$ cat config.mk
export PLATFORM = sky130hd
export DESIGN_NAME = mem_bus_ctrl
export DESIGN_NICKNAME = d
export VERILOG_FILES = /design/src/rtl/mem_bus_pkg.sv /design/src/rtl/mem_beat_counter.sv /design/src/rtl/mem_bus_ctrl.sv
export SDC_FILE = /design/constraint.sdc
export NUM_CORES = 1
export LEC_CHECK = 0
export BUFFER_PORTS_ARGS = -buffer_cell sky130_fd_sc_hd__buf_2
export CAP_MARGIN = 0
export CELL_PAD_IN_SITES_DETAIL_PLACEMENT = 1
export CELL_PAD_IN_SITES_GLOBAL_PLACEMENT = 2
export CORE_MARGIN = 10
export CORE_UTILIZATION = 19
export CTS_CLUSTER_SIZE = 8
export DETAILED_ROUTE_END_ITERATION = 7
export PLACE_DENSITY_LB_ADDON = 0.3
export SETUP_SLACK_MARGIN = 0.15
export SYNTH_ARGS = -nofsm -noshare
export SYNTH_HDL_FRONTEND = slang
export SYNTH_SLANG_ARGS = --single-unit
$ cat constraint.sdc
create_clock -name clk -period 1.4 [get_ports clk]
set_input_delay 0.07 -clock clk [delete_from_list [all_inputs] [get_ports clk]]
set_output_delay 0.07 -clock clk [all_outputs]
set_load 0.02 [all_outputs]
$ cat src/rtl/mem_bus_pkg.sv
// Shared types and constants for the cache-line memory bus controller.
package mem_bus_pkg;

    typedef enum logic [2:0] {IDLE, REQ, READ, WRITE, DONE} state_t;

    typedef enum logic {IC, DC} owner_t;

    localparam int BEATS_DEFAULT  = 8;
    localparam int DATA_W_DEFAULT = 64;
    localparam int TIMEOUT_CYCLES = 1024;

    // Number of byte-offset bits inside one cache line.
    function automatic int line_ofs_w(input int beats, input int data_w);
        return $clog2(beats * data_w / 8);
    endfunction

    localparam int LINE_OFS_W = line_ofs_w(BEATS_DEFAULT, DATA_W_DEFAULT);

endpackage

$ cat src/rtl/mem_beat_counter.sv
// Beat counter for one cache line: advances on inc, wraps after BEATS beats,
// flags the final beat with last.
module mem_beat_counter #(
    parameter int BEATS = 8,
    parameter int CNT_W = (BEATS > 1) ? $clog2(BEATS) : 1
) (
    input  logic clk,
    input  logic reset,
    input  logic inc,
    input  logic clr,
    output logic last
);

    logic [CNT_W-1:0] count_reg;

    always_ff @(posedge clk) begin
        if (reset || clr) begin
            count_reg <= '0;
        end else if (inc) begin
            count_reg <= last ? '0 : count_reg + 1'b1;
        end
    end

    assign last = (count_reg == CNT_W'(BEATS - 1));

endmodule

$ cat src/rtl/mem_bus_ctrl.sv
// Moves one cache line between the owning cache (I or D) and memory.
// Optional request timeout and line_err port: define MEM_BUS_CTRL_TIMEOUT_EN.
module mem_bus_ctrl
    import mem_bus_pkg::*;
#(
    parameter int ADDR_W = 64,
    parameter int DATA_W = 64,
    parameter int BEATS  = BEATS_DEFAULT
) (
    input  logic              clk,
    input  logic              reset,
    input  logic              bus_grant1,
    input  logic              bus_grant2,
    input  logic [ADDR_W-1:0] ic_addr,
    input  logic [ADDR_W-1:0] dc_addr,
    input  logic              dc_write,
    input  logic [DATA_W-1:0] dc_wdata,
    output logic [DATA_W-1:0] line_rdata,
    output logic              line_rvalid,
    output logic              wr_beat_ack,
    output logic              line_done,
`ifdef MEM_BUS_CTRL_TIMEOUT_EN
    output logic              line_err,
`endif
    output logic              bus_req,
    output logic [ADDR_W-1:0] bus_reqaddr,
    output logic              bus_reqwrite,
    input  logic              bus_reqack,
    output logic [DATA_W-1:0] bus_wdata,
    input  logic [DATA_W-1:0] bus_rdata,
    input  logic              bus_respcyc,
    output logic              bus_respack
);

    localparam int OFS_W = line_ofs_w(BEATS, DATA_W);

    state_t            state_reg, state_next;
    owner_t            owner_reg;
    logic [ADDR_W-1:0] addr_reg;
    logic              write_reg;
    logic [DATA_W-1:0] rdata_reg;
    logic              rvalid_reg;
    logic              done_reg;

    logic [ADDR_W-1:0] line_mask;
    logic              load;
    logic              beat_inc;
    logic              beat_last;
    logic              owner_grant;
    logic              timeout_hit;

    generate
        for (genvar gi = 0; gi < ADDR_W; gi++) begin : g_mask
            assign line_mask[gi] = (gi >= OFS_W);
        end
    endgenerate

    assign owner_grant = (owner_reg == DC) ? bus_grant2 : bus_grant1;

    mem_beat_counter #(
        .BEATS (BEATS)
    ) u_beat_counter (
        .clk   (clk),
        .reset (reset),
        .inc   (beat_inc),
        .clr   (state_reg == IDLE),
        .last  (beat_last)
    );

`ifdef MEM_BUS_CTRL_TIMEOUT_EN
    localparam int TO_W = $clog2(TIMEOUT_CYCLES);

    logic [TO_W-1:0] to_cnt_reg;
    logic            err_reg;

    // Counts consecutive unacknowledged REQ cycles; fires on the last one.
    assign timeout_hit = (state_reg == REQ) && !bus_reqack
                         && (to_cnt_reg == TO_W'(TIMEOUT_CYCLES - 1));

    always_ff @(posedge clk) begin
        if (reset) begin
            to_cnt_reg <= '0;
            err_reg    <= 1'b0;
        end else begin
            to_cnt_reg <= ((state_reg == REQ) && !bus_reqack) ? to_cnt_reg + 1'b1 : '0;
            err_reg    <= timeout_hit;
        end
    end

    assign line_err = err_reg;
`else
    assign timeout_hit = 1'b0;
`endif

    always_comb begin
        state_next = state_reg;
        load       = 1'b0;
        beat_inc   = 1'b0;
        case (state_reg)
            IDLE: begin
                if (bus_grant1 || bus_grant2) begin
                    load       = 1'b1;
                    state_next = REQ;
                end
            end
            REQ: begin
                if (bus_reqack) begin
                    state_next = write_reg ? WRITE : READ;
                end else if (timeout_hit) begin
                    state_next = DONE;
                end
            end
            READ: begin
                beat_inc = bus_respcyc;
                if (bus_respcyc && beat_last) begin
                    state_next = DONE;
                end
            end
            WRITE: begin
                beat_inc = 1'b1;
                if (beat_last) begin
                    state_next = DONE;
                end
            end
            DONE: begin
                // Hold here while the owner keeps its grant so it cannot re-request.
                if (!owner_grant) begin
                    state_next = IDLE;
                end
            end
            default: state_next = IDLE;
        endcase
    end

    always_ff @(posedge clk) begin
        if (reset) begin
            state_reg  <= IDLE;
            owner_reg  <= IC;
            addr_reg   <= '0;
            write_reg  <= 1'b0;
            rdata_reg  <= '0;
            rvalid_reg <= 1'b0;
            done_reg   <= 1'b0;
        end else begin
            state_reg <= state_next;
            if (load) begin
                owner_reg <= bus_grant2 ? DC : IC;
                addr_reg  <= (bus_grant2 ? dc_addr : ic_addr) & line_mask;
                write_reg <= bus_grant2 & dc_write;
            end
            rvalid_reg <= (state_reg == READ) && bus_respcyc;
            if ((state_reg == READ) && bus_respcyc) begin
                rdata_reg <= bus_rdata;
            end
            done_reg <= (state_reg != DONE) && (state_next == DONE);
        end
    end

    assign bus_req      = (state_reg == REQ);
    assign bus_reqaddr  = bus_req ? addr_reg : '0;
    assign bus_reqwrite = bus_req & write_reg;
    assign bus_respack  = (state_reg == READ) & bus_respcyc;
    assign wr_beat_ack  = (state_reg == WRITE);
    assign bus_wdata    = wr_beat_ack ? dc_wdata : '0;
    assign line_rdata   = rdata_reg;
    assign line_rvalid  = rvalid_reg;
    assign line_done    = done_reg;

endmodule

**After elaboration in Yosys (flattened, before gate mapping)**

Cells that the tools add are included.

- Register bits after elaboration: 132
- Logic and storage cells: 41

- Equal/unequal tests: 7
- Bitwise operators: 3
- Muxes and demuxes: 16
- Reduce and logical (&&, ||, !) cells: 6
- Add/sub/neg operators: 1

Operators with widths:

| cell | number |
|---|---|
| $mux W64 | 3 |
| $mux W3 | 6 |
| $pmux W3 S5 | 1 |
| $eq A3 B3 Y1 const B | 3 |
| $eq A3 B2 Y1 const B | 2 |
| $mux W1 | 5 |
| $add A3 B1 Y3 const B | 1 |
| $and A1 B1 Y1 | 3 |
| $eq A3 B1 Y1 const B | 1 |
| $logic_and A1 B1 Y1 | 3 |
| $logic_not A3 Y1 | 1 |
| $ne A3 B3 Y1 const B | 1 |
| $logic_or A1 B1 Y1 | 2 |
| $pmux W1 S2 | 1 |

**Depth between registers and ports, before layout**

Gate-level depths: netlist (run 1).

- Depth in word-level cells: 6
- Mapped depth: 8
- Gate-level depth less buffers: 6

**Cells and area by module**

A second synthesis (run 1) with hierarchy kept.

- Cells, all modules: 744
- Area total of the unflattened synthesis: 6223.5 um^2

By module, submodules not included:

| module | area an instance (um^2) | instances | sequential area each (um^2) | cells an instance |
|---|---|---|---|---|
| mem_bus_ctrl | 6074.6 | 1 | 2582.5 | 731 |
| mem_beat_counter | 148.9 | 1 | 60.1 | 13 |

**Least setup slack after synthesis (run 1)**

OpenSTA, ideal clock, no wires.

- Kind: reg2out
- Start point: reg state_reg[0]
- End point: out bus_reqaddr[54]
- Slack: -141 ps
- Stages on the path, launching flop included: 5
- Data required time: 1330 ps
- Data arrival time: 1471 ps
- Cell sequence: dfxtp_1 -> inv_1 -> nor3_2 -> clkbuf_1 -> and2_1

- Longest elaborated chain between the ends: 2

RTL lines:

| item | line | RTL |
|---|---|---|
| from (decl) | mem_bus_ctrl.sv:37 | `state_t state_reg, state_next;` |
| from (signal assigned) | mem_bus_ctrl.sv:145 | `state_reg <= state_next;` |
| $eq A3 B1 Y1 | mem_bus_ctrl.sv:159 | `assign bus_req = (state_reg == REQ);` |
| via bus_req | mem_bus_ctrl.sv:25 | `output logic bus_req,` |
| $mux W64 | mem_bus_ctrl.sv:160 | `assign bus_reqaddr = bus_req ? addr_reg : '0;` |
| to (decl) | mem_bus_ctrl.sv:26 | `output logic [ADDR_W-1:0] bus_reqaddr,` |

The timed path passes the listed nets, and every way through them passes these cells.

**Worst setup path in the final report (run 1)**

- Start point: reg state_reg[2]
- End point: out bus_wdata[38]

- Longest elaborated chain between the ends: 2

RTL lines:

| item | line | RTL |
|---|---|---|
| $eq A3 B2 Y1 | mem_bus_ctrl.sv:163 | `assign wr_beat_ack = (state_reg == WRITE);` |
| $mux W64 | mem_bus_ctrl.sv:164 | `assign bus_wdata = wr_beat_ack ? dc_wdata : '0;` |
| to (decl) | mem_bus_ctrl.sv:29 | `output logic [DATA_W-1:0] bus_wdata,` |

No other way between the ends.

==> out/qor.yml, run 1 <==
clockRootBuffer: "clkbuf_16"
synthCells: 747
fp.coreArea_sq_um: 33700
cp_max_fo: 6
fin_tns_setup_ns: -84.70
io_pins: 461
cts_sinks: 132
antenna_found_initial: 0
final_hold_viol_count: 0
cts_tree: "done"
ant_nets: 0
timing.critical_path.mode_cell: "buf_12"
timing.rr.start: "state_reg[1]"
drive_above_1_share: 0.704
dp_hpwl_mm: 23.4
die_area_sq_um: 42100
first_pass_iters: 4
ys_seq_elements: 132
die_x_microns: 205
worstSkewPairLatency_ns: 0.44
multi_input_area_sq_um: 4640
min_path_cells: 3
fmax_mhz: 537
path_delay_family: "buffers and inverters"
fin_crit_sh: 1.33
grt_usage: 0.165
worstSetupPathType: "flop to primary output"
violations: "negative setup slack"
synth_edf_count: 0
num_rows: 67
min_path_type: "input pin to flop"
max_cap_violations: 0
routedWlPerCell_microns: 20.5
clockBufferDepth: 2
dpl_worst_slack_ns: -0.0811
syn_area_per_cell_sq_um: 8.71
die_y_microns: 205
start_util: 0.193
status: "finished with violations"
layout_min_cycle_time_ns: 1.86
cts_made_buffers: 17
drv_slew: 0
cp-end-kind: "primary output"
port_buffers: 442
htree_num_levels: 4
num_vias: 7860
synth_warnings: 0
drtIter0Drc: 155
grt_start_max_net_pins: 68
fillerInstances: 3747
finalSetupViolations: 252
drt-total-wl_mm: 37.7
synth_top_flop_cell: "dfxtp_1"
synth-async-reset-ratio: 0
grt_pass1_wl_mm: 53.3
finalWorstSetupSlack_ns: -0.462
synth.distinct_cells: 34
crit_path_start_kind: "flop"
power_mw: 14.1
reg2reg_to: "line_rdata[46]"
worstPathArrival_ns: 1.79
grt_overflow_total: 0
largest_reg_flops: 64
viasPerCell: 4.28
gp_congestion: 0.733
ff_latch_area_sq_um: 2650
synth.cell_area_sq_um: 6510
fin_skew_ns: 0.00894
r2r_cells: 11
cp.required_ns: 1.33
nets: 1642
worstSetupStartpoint: "state_reg[2]"
cp_num_buf_inv: 6
rsz0062_at_grt: "yes"
hold_slack_ns: 0.0229
crit_path_top_delay_cell: "dfxtp_4"
design_area_sq_um: 15000
clk_pin_slew_ns: 0.06
peakVddDrop_mv: 0.767
power_density_nw_per_um2: 944
rrSetupSlack_ns: -0.39
yosysSeqAreaShare: 0.406
p_leak_nw: 6.97
dpl-instance-area_sq_um: 9460
grt_pass1_vias: 8633
route.detailed.drc: 0
cp_slowest_stage_delay_ns: 0.36
syn_to_final_growth_pct: 130
whs_endpoint: "addr_reg[38]"
crit_chain: "buf_6 > nor2b_4 > buf_12 > buf_12 > buf_12 > buf_16 > and3_4 > buf_6"
antenna_cells: 0
min-delay-start: "dc_addr[38]"
path_depth: 8
-- layer usage --
layer  wire length [microns]  up-vias  share of wire  track usage
met1                   14400     3778           0.38        0.181
met4                     450        0          0.012       0.0391
met3                    2850       25          0.076       0.0607
met5                       0        -              0            0
met2                   20000      239           0.53        0.295
li1                        -     3818              -            -
-- metrics by stage --
step / std cells / utilization
floorplan: 752 / -
global placement: 1603 / 0.281
detailed placement: 1603 / 0.281
CTS: 1807 / 0.404
global route: 1836 / 0.444
finish: 1836 / 0.444
-- final cells by class --
type | instances | area share
Sequential cell | 132 | 0.177
Multi-Input combinational cell | 541 | 0.310
Clock buffer | 20 | 0.0312
Timing Repair Buffer | 681 | 0.436
Tap cell | 448 | 0.0375
Inverter | 3 | 0.00109
Clock inverter | 11 | 0.00686
-- worst max-delay path by stage --
stage	slack (ns)	endpoint
floorplan	-0.01	addr_reg[54]
global placement	-0.07	bus_reqaddr[14]
detailed placement	-0.08	line_rdata[31]
CTS	-0.48	bus_wdata[2]
global route	-0.54	bus_reqaddr[62]
finish	-0.46	bus_wdata[38]
-- report_power, final --
group          leakage (nW)  internal (mW)  switching, mW
clock network         0.275           2.58           1.87
registers              1.08           4.07          0.214
logic                  5.61           3.03           2.36
-- layout by cell type, fill, tap and decap left out, drive strengths merged, types with 5 or more instances in the layout --
master and n:
buf 588, nand2 133, dfxtp 132, dlygate4sd3 81, nor2 68, a21oi 67
and3 64, mux2i 61, and2 59, a211oi 58, clkbuf 32, conb 6
nor3 5, clkinv 5, inv 5
-- worst reg2reg max path: cells and delay by family, from the launching register on --
family,cells,cell delay (ns)
AO/OA/AOI/OAI,1,0.05
AND/OR/NAND/NOR,2,0.24
buffers and inverters,8,1.04
flip-flops,1,0.33
-- kinds of logic after synthesis --
logic type      share of synthesized area
mux                                0.0956
compound gates                      0.175
simple gates                        0.249
buf+inv                            0.0684
fa+ha+maj                         0.00577
flops                               0.406
other cells                      0.000576
-- synthesized netlist by cell type, types with 2 or more instances --
master | number | share of area
buf_4 | 9 | 0.010
buf_2 | 14 | 0.011
nand2_1 | 133 | 0.077
a21oi_1 | 66 | 0.051
nor3_1 | 3 | 0.0023
a22oi_1 | 2 | 0.0023
a32oi_1 | 2 | 0.0027
clkbuf_1 | 41 | 0.024
and3_1 | 64 | 0.062
nor2_2 | 2 | 0.0019
dfxtp_1 | 132 | 0.41
nor2b_1 | 2 | 0.0019
o21ai_0 | 2 | 0.0015
and2_1 | 59 | 0.057
nor2_1 | 66 | 0.038
buf_6 | 10 | 0.017
a211oi_2 | 58 | 0.11
buf_8 | 2 | 0.0046
inv_1 | 3 | 0.0017
mux2i_1 | 61 | 0.094
ha_1 | 3 | 0.0058
-- what timing repair did --
item | in CTS | in global routing
endpoints found under the hold margin | 77 | 0
setup endpoints to repair | 255 | 258
buffers inserted | 60 | 17
pin swaps | 92 | 136
cloned | 32 | 12
hold buffers | 81 | 0
gates resized for setup | 441 | 247
No activity file was read; power rests on OpenSTA's default activity.
==> run 2, diff against run 1 <==
--- a/config.mk
+++ b/config.mk
@@ -15,4 +15,5 @@
 export DETAILED_ROUTE_END_ITERATION = 7
 export PLACE_DENSITY_LB_ADDON = 0.3
+export RECOVER_POWER = 25
 export SETUP_SLACK_MARGIN = 0.15
 export SYNTH_ARGS = -nofsm -noshare
==> constraint.sdc (replaced) <==
create_clock -name clk -period 1.4 [get_ports clk]
set_input_delay 0.14 -clock clk [delete_from_list [all_inputs] [get_ports clk]]
set_output_delay 0.14 -clock clk [all_outputs]
set_load 0.02 [all_outputs]
==> run 2 against run 1 <==
The run still ends with negative setup slack left. Count of clock-buffer cells in the layout stayed put. First-iteration DRC count rose by 38%. Hold slack better by 0.0049 ns. Clock power rose by 14%. Maximum frequency is 1.0% higher. Via count decreased by 2.4%. Worst setup slack improved by 0.019 ns. Global-route usage decreased by 1.3 points. Final cell count shrank 2.6%. Critical path type unchanged. Highest routed layer unchanged.
==> out/qor.yml, run 2 (synthesized netlist as in run 1, its figures left out) <==
worstPathArrival_ns: 1.70  # was 1.79 ns
finalWorstSetupSlack_ns: -0.443  # was -0.462 ns
cts_made_buffers: 17  # unchanged
status: "finished with violations"  # unchanged
dpl-instance-area_sq_um: 9690  # was 9460 sq um
port_buffers: 442  # unchanged
cp_max_fo: 7  # was 6
fin_crit_sh: 1.32  # was 1.33
dp_hpwl_mm: 23.8  # was 23.4 mm
fin_tns_setup_ns: -80.96  # was -84.70 ns
crit_path_start_kind: "flop"  # unchanged
drive_above_1_share: 0.700  # was 0.704
viasPerCell: 4.29  # was 4.28
clk_pin_slew_ns: 0.06  # about the same
nets: 1592  # was 1642
grt_overflow_total: 0  # unchanged
max_cap_violations: 0  # unchanged
clockRootBuffer: "clkbuf_16"  # unchanged
worstSetupPathType: "flop to primary output"  # unchanged
finalSetupViolations: 257  # was 252
die_x_microns: 205  # unchanged
ant_nets: 0  # unchanged
design_area_sq_um: 14200  # was 15000 sq um
route.detailed.drc: 0  # unchanged
fin_skew_ns: 0.00624  # was 0.00894 ns
grt_pass1_vias: 7749  # was 8633
cp-end-kind: "primary output"  # unchanged
cts_sinks: 132  # unchanged
routedWlPerCell_microns: 20.7  # was 20.5 microns
htree_num_levels: 4  # unchanged
drv_slew: 0  # unchanged
first_pass_iters: 4  # unchanged
final_cell_mix: "298 x buf_2, 128 x dfxtp_1, 124 x buf_6, 71 x nand2_1, 63 x dlygate4sd3_1"  # was 314 x buf_2, 165 x buf_6, 128 x dfxtp_1, 81 x dlygate4sd3_1, 64 x a21oi_2
final_common_cell: "buf_2"  # unchanged
num_vias: 7671  # was 7860
io_pins: 461  # unchanged
gp_congestion: 0.749  # was 0.733
worstSkewPairLatency_ns: 0.42  # was 0.44 ns
power_density_nw_per_um2: 999  # was 944 nW/um^2
cp.required_ns: 1.26  # was 1.33 ns
drt-total-wl_mm: 37.0  # was 37.7 mm
rsz0062_at_grt: "yes"  # unchanged
final_hold_viol_count: 0  # unchanged
cts_tree: "done"  # unchanged
start_util: 0.193  # unchanged
violations: "negative setup slack"  # unchanged
grt_start_max_net_pins: 44  # was 68
antenna_found_initial: 2  # was 0
fmax_mhz: 543  # was 537 MHz
peakVddDrop_mv: 0.601  # was 0.767 mV
grt_pass1_wl_mm: 49.3  # was 53.3 mm
syn_to_final_growth_pct: 118  # was 130%
drtIter0Drc: 214  # was 155
grt_usage: 0.151  # was 0.165
layout_min_cycle_time_ns: 1.84  # was 1.86 ns
fp.coreArea_sq_um: 33700  # unchanged
num_rows: 67  # unchanged
die_y_microns: 205  # unchanged
min_path_type: "input pin to flop"  # unchanged
largest_reg_flops: 64  # unchanged
p_leak_nw: 6.27  # was 6.97 nW
die_area_sq_um: 42100  # unchanged
clockBufferDepth: 2  # unchanged
## run 2: cell types whose count changed in the layout (fill, tap and decap cells not counted), moves of 11 or more
cell / change
and2_2: +27
clkbuf_1: +17
buf_2: -16
dlygate4sd3_1: -18
and2_4: -27
and3_1: -15
nand2_1: +11
buf_16: -13
buf_6: -41
and3_4: +17
buf_4: +26
## run 2: metal layers
metal	wire length (microns)	global-route usage	vias to the layer above
met5	0	0	-
met4	406	0.0333	0
met3	2210	0.0482	23
met2	19800	0.263	217
met1	14600	0.178	3720
li1	-	-	3711
## run 2: where the power goes
part / switching [mW] / internal, mW / total (mW)
combinational: 2.17 / 2.61 / 4.78
sequential: 0.257 / 4.07 / 4.33
clock: 1.82 / 3.26 / 5.08
## run 2: critical path, stage by stage, from the launching register on
cell and delay [ns]:
dfxtp_2 0.34, buf_12 0.13, nor2b_4 0.12, buf_12 0.16
buf_6 0.12, buf_16 0.11, and3_4 0.19, buf_6 0.12
## run 2: timing repair
action | CTS | global route
hold buffers | 63 | 0
hold endpoints to repair | 63 | 0
buffers inserted | 19 | 34
gates resized for setup | 227 | 318
pin swaps | 19 | 208
setup endpoints to repair | 256 | 258
gates cloned | 17 | 20
## run 2: worst paths after layout
check                                   start             end  slack (ns)  depth (start not counted)
worst min-delay path            bus_rdata[39]  line_rdata[39]        0.03                          3
worst min register to register  line_rdata[6]   line_rdata[6]        0.46                          2
worst max-delay path             state_reg[2]   bus_wdata[45]       -0.44                          7
worst max register to register   state_reg[2]    addr_reg[10]       -0.39                         10
## run 2: layout make-up
cell class,instances,area [sq um]
Inverter,3,26.3
Timing Repair Buffer,631,5650
Sequential cell,132,2650
Fill cell,3756,19500
Clock inverter,11,199
Multi-Input combinational cell,541,4660
Clock buffer,20,457
Antenna cell,2,5.00
Tap cell,448,561
## run 2: per-stage QoR
stage	power, mW	utilization	instances	hold WS [ns]	setup WS [ns]
floorplan	6.22	-	752	0.276	-0.0183
global placement	7.13	0.287	1602	0.380	-0.118
detailed placement	7.18	0.287	1602	0.389	-0.137
CTS	13.3	0.366	1732	0.0108	-0.456
global route	14.9	0.422	1788	0.0193	-0.501
finish	14.2	0.422	1788	0.0278	-0.443
